[config.mk]
export PLATFORM = sky130hd
export DESIGN_NAME = nav_msg_bit_gen
export DESIGN_NICKNAME = d
export VERILOG_FILES = /design/src/rtl/nav_msg_bit_gen.sv
export SDC_FILE = /design/constraint.sdc
export NUM_CORES = 1
export LEC_CHECK = 0
export CELL_PAD_IN_SITES_DETAIL_PLACEMENT = 0
export CELL_PAD_IN_SITES_GLOBAL_PLACEMENT = 1
export CORE_MARGIN = 1.5
export CORE_UTILIZATION = 43
export DETAILED_ROUTE_END_ITERATION = 10
export PLACE_DENSITY_LB_ADDON = 0.2
export SYNTH_ARGS = -nofsm -noshare
export SYNTH_HDL_FRONTEND = slang
export SYNTH_SLANG_ARGS = --single-unit
[constraint.sdc]
create_clock -name clk_in -period 2.2 [get_ports clk_in]
set_input_delay 0.44 -clock clk_in [delete_from_list [all_inputs] [get_ports clk_in]]
set_output_delay 0.44 -clock clk_in [all_outputs]
set_load 0.02 [all_outputs]
[src/rtl/nav_msg_bit_gen.sv]
// Navigation-message bit source: buffers bytes in a small FIFO and shifts them
// out MSB-first, one bit every EPOCHS_PER_BIT code epochs.
module nav_msg_bit_gen #(
  parameter int unsigned EPOCHS_PER_BIT = 20,
  parameter int unsigned FIFO_DEPTH     = 4,
  parameter logic        IDLE_BIT       = 1'b0
) (
  input  logic                          clk_in,
  input  logic                          rst_in_n,
  input  logic                          ena_in,
  input  logic                          epoch_in,
  input  logic                          byte_valid_in,
  input  logic [7:0]                    byte_in,
  output logic                          byte_ready_out,
  output logic                          msg_out,
  output logic                          bit_strobe_out,
  output logic                          underrun_out,
  output logic [$clog2(FIFO_DEPTH):0]   fifo_level_out
);

  localparam int unsigned PTR_W = $clog2(FIFO_DEPTH);
  localparam int unsigned LVL_W = PTR_W + 1;
  localparam int unsigned CNT_W = 8;
  localparam logic [CNT_W-1:0] CNT_MAX  = CNT_W'(EPOCHS_PER_BIT - 1);
  localparam logic [LVL_W-1:0] LVL_FULL = LVL_W'(FIFO_DEPTH);

  logic [7:0]       mem [FIFO_DEPTH];
  logic [PTR_W-1:0] wr_ptr;
  logic [PTR_W-1:0] rd_ptr;
  logic [LVL_W-1:0] level;
  logic [CNT_W-1:0] epoch_cnt;
  logic [2:0]       bits_left;
  logic [7:0]       shift_q;

  logic             push;
  logic             pop;
  logic             boundary;
  logic             fifo_empty;
  logic [7:0]       head;

  // Handshake and boundary decode, all from pre-edge registered state
  always_comb begin
    byte_ready_out = (level != LVL_FULL);
    fifo_empty     = (level == '0);
    push           = byte_valid_in && byte_ready_out;
    boundary       = ena_in && epoch_in && (epoch_cnt == '0);
    pop            = boundary && (bits_left == 3'd0) && !fifo_empty;
    head           = mem[rd_ptr];
  end

  assign fifo_level_out = level;

  // Storage array needs no reset: the pointers and level define validity
  always_ff @(posedge clk_in) begin
    if (push) begin
      mem[wr_ptr] <= byte_in;
    end
  end

  // FIFO pointers and occupancy; a simultaneous push and pop leaves level unchanged
  always_ff @(posedge clk_in or negedge rst_in_n) begin
    if (!rst_in_n) begin
      wr_ptr <= '0;
      rd_ptr <= '0;
      level  <= '0;
    end else begin
      if (push) begin
        wr_ptr <= wr_ptr + PTR_W'(1);
      end
      if (pop) begin
        rd_ptr <= rd_ptr + PTR_W'(1);
      end
      case ({push, pop})
        2'b10:   level <= level + LVL_W'(1);
        2'b01:   level <= level - LVL_W'(1);
        default: level <= level;
      endcase
    end
  end

  // Epoch divider and serialiser; disabling drops any byte in flight
  always_ff @(posedge clk_in or negedge rst_in_n) begin
    if (!rst_in_n) begin
      epoch_cnt      <= '0;
      bits_left      <= '0;
      shift_q        <= '0;
      msg_out        <= IDLE_BIT;
      bit_strobe_out <= 1'b0;
      underrun_out   <= 1'b0;
    end else if (!ena_in) begin
      epoch_cnt      <= '0;
      bits_left      <= '0;
      shift_q        <= '0;
      msg_out        <= IDLE_BIT;
      bit_strobe_out <= 1'b0;
    end else begin
      bit_strobe_out <= boundary;
      if (epoch_in) begin
        epoch_cnt <= (epoch_cnt == CNT_MAX) ? '0 : epoch_cnt + CNT_W'(1);
      end
      if (boundary) begin
        if (bits_left != 3'd0) begin
          msg_out   <= shift_q[7];
          shift_q   <= {shift_q[6:0], 1'b0};
          bits_left <= bits_left - 3'd1;
        end else if (!fifo_empty) begin
          msg_out      <= head[7];
          shift_q      <= {head[6:0], 1'b0};
          bits_left    <= 3'd7;
          underrun_out <= 1'b0;
        end else begin
          msg_out      <= IDLE_BIT;
          underrun_out <= 1'b1;
        end
      end
    end
  end

endmodule

==> qor.csv <==
metric,value,unit
status,finished with violations,
failing checks,setup timing,
drt drc,0,
met3 layer usage reported by global route,5.275,%
initial core utilization,44.90,%
cts bufs inserted,9,
Post-synth top flop,edfxtp_1,
Setup CP Type,in -> reg,
share of the synthesized area in the top cell type,35.72,%
"Cell Chain, Critical Path",clkdlybuf4s50_1 -> nand4b_1 -> nor4_4 -> and2_4 -> ha_4 -> inv_2 -> fa_2 -> xor2_1 -> nor2_1 -> xor2_1,
WL per Instance,16.59,um
pin count of the biggest net entering global routing,29,
Flop pwr share,43.5,%
Vias,1647,
compound-cell area share of the yosys netlist,7.395,%
simple-gate share of the synthesized area,9.163,%
PD cells,1120,nW/um^2
post-route ant nets,0,
Die X,82.10,um
Fill cells,495,
Max VDD drop,0.0008025,V
Synth Instances,186,
Synthesized Nets,209,
switching part of the total power,31.39,%
Final Cell Area,3328,um^2
Max H-tree Level,3,
CTS tree,done,
Total GRT Usage,17.69,%
clock group share of total power,25.7,%
Startpoint Class,input port,
fin worst setup slack,-36.64,ps
max-slew violation total from the final report,0,
post-synth top area cell,edfxtp_1,
hpwl dp,3684,um
full die area,6740,um^2
Port Buffers,19,
WP data required,2460,ps
"commonest non-fill, non-tap cell in the layout",edfxtp_1,
fin crit share,101.7,%
largest family of logic cells by synthesized area,multiplexers,
grt met1 use,22.01,%
post-synthesis sequential area ratio,61.77,%
"Reg clk slew, reported paths",70,ps
DRT Wirelength,5126,um
Tightest Pin Transition,497.2,ps
CTS Buffer Depth,2,
dpl cells,292,
Worst setup EP type,flip-flop,
Area Growth Syn to Fin,23.72,%
RSZ-0062 raised after global routing,true,
"Hold Vio Cnt, Final",0,
Setup Skew,8.159,ps
Final nets,252,
DRT Pass-1 Iters,4,
gr busiest metal,met2,
core area,5991,um^2
most frequent cells in the layout,"edfxtp_1, dfrtp_1, buf_4",
Worst EP arrival,2490,ps
Placed Instance Area,3114,um^2
Worst Hold Class,in -> async,
worst-skew pair later-pin latency,330,ps
Sw Pwr,1.170,mW
largest fanout on the critical path,2,
CP dominant cell by count,xor2_1,
GR Util met2,28.77,%
Slowest cell on crit path,clkdlybuf4s50_1,
DR iter-0 viols,39,
Setup WS pre-CTS,-404.6,ps
CTS root buf,clkbuf_8,
placer congestion estimate,0.8115,
leakage power,1.331,nW
row count,28,
hold_buf cts,0,
max_slew headroom,66.60,%
initial antenna violation count,0,
#FFs+latches synth,60,
Async SR Flop Fraction,46.67,%
grt ovf,0,
xor-xnor portion of the synthesized cell area,2.279,%
Die Y,82.10,um
Gate power share,30.8,%
vias per inst,5.330,
number of synthesized flops with an enable pin,32,
share of layout cells above drive strength 1,26.07,%
minimum clock period,2237,ps
Unique masters post-synth,41,
clock sinks,60,
vias in the first global route,1744,
final setup fails,1,
mapped cell area,2690,um^2
I/O pins,20,
synth top area cells,"edfxtp_1, dfrtp_1, mux4_2",
f_max,447.1,MHz
Tot Pwr,3.729,mW
first-pass GRT wire length,8390,um
fin util,55.56,%
Layout Cells excl Fill,309,
YS warnings,0,
post-synthesis mux area share,11.44,%
adder-cell area share of the yosys netlist,4.930,%
P_int,2.559,mW
n_diodes,0,
Syn Area/Cell,14.46,um^2
max-cap viol count,0,
max incr delay on CP,490,ps
## worst max-delay path, delay by kind of cell
kind	cells	cell delay, ps
adders and majority gates	2	460
and+or+nand+nor	4	760
xor gates and xnor gates	2	310
buffers and inverters	2	520
## registers in the layout (all words and copies together) (netlist names)
register / flops
shift_q: 7
epoch_cnt: 8
wr_ptr: 2
msg_out: 1
mem: 32
underrun_out: 1
rd_ptr: 2
bit_strobe_out: 1
bits_left: 3
fifo_level_out: 3
## final cells by class
class / count / area (um^2) / share of cell area [%]
clock inverter: 6 / 63.81 / 1.917
inverter: 12 / 45.04 / 1.353
sequential: 60 / 1662 / 49.92
multi-input combinational: 107 / 996.0 / 29.92
tap: 75 / 93.84 / 2.820
timing repair buffer: 39 / 340.3 / 10.23
clock buffer: 10 / 127.6 / 3.835
## cells in the mapped netlist (all sizes together) (2+ instances only)
library cell  count
nand3             6
nor3              2
buf               3
mux2              3
xor2              4
nor2              7
dfrtp            28
and2              2
o21ai             6
a31oi             6
inv              12
and3              6
o2bb2ai           7
edfxtp           32
a21oi             3
mux2i             9
mux4              8
xnor2             3
nand2b            2
nand4b            2
clkbuf            4
nand2             9
or2               2
ha                9
## metrics by stage
step                      setup TNS (ps)  hold WS, ps
final                             -36.64        480.5
after global routing              -141.3        499.4
after CTS                         -38.80        483.2
after detailed placement          -649.9        475.4
after global placement            -508.0        473.0
after floorplan                        0        144.4
## routing by layer
metal	part of all wire, %	vias to the layer above	wire length (um)
met4	1.4	0	74
met5	0	-	0
li1	-	782	-
met1	45	828	2311
met2	50	29	2559
met3	3.6	8	182
## worst paths after layout
path / cells after the start / slack, ps / start / to
min in group clk_in: 1 / 490 / epoch_cnt[4]$_DFFE_PN0P_ / bit_strobe_out$_DFF_PN0_
worst max-delay path: 10 / -40 / epoch_in / fifo_level_out[2]$_DFFE_PN0P_
worst min register to register: 1 / 490 / epoch_cnt[4]$_DFFE_PN0P_ / bit_strobe_out$_DFF_PN0_
worst min-delay path: 2 / 480 / rst_in_n / epoch_cnt[7]$_DFFE_PN0P_
worst max register to register: 11 / -10 / epoch_cnt[1]$_DFFE_PN0P_ / fifo_level_out[2]$_DFFE_PN0P_
max in group asynchronous: 2 / 1450 / rst_in_n / fifo_level_out[0]$_DFFE_PN0P_
## logic make-up after synthesis
| family | count (synthesis) |
|---|---|
| DFF | 60 |
| and+or+nand+nor | 43 |
| AOI/OAI and AO/OA | 27 |
| muxes | 20 |
| buffers and inverters | 19 |
| adders and majority gates | 10 |
| xor gates and xnor gates | 7 |
## what timing repair did
action	4_1_cts	5_1_grt
pin swaps	4	3
cloned	0	0
resized for setup	2	3
setup buffers	1	0
endpoints found under the setup margin	1	1
## power groups by stage
stage	Sequential [mW]	Clock (mW)	Combinational, mW
final	1.62	0.958	1.15
after global routing	1.65	1.03	1.26
after CTS	1.63	0.974	1.16
after detailed placement	1.65	0	1.15
after global placement	1.63	0	1.11
after floorplan	1.62	0	0.765
No activity file was read; power rests on OpenSTA's default activity.
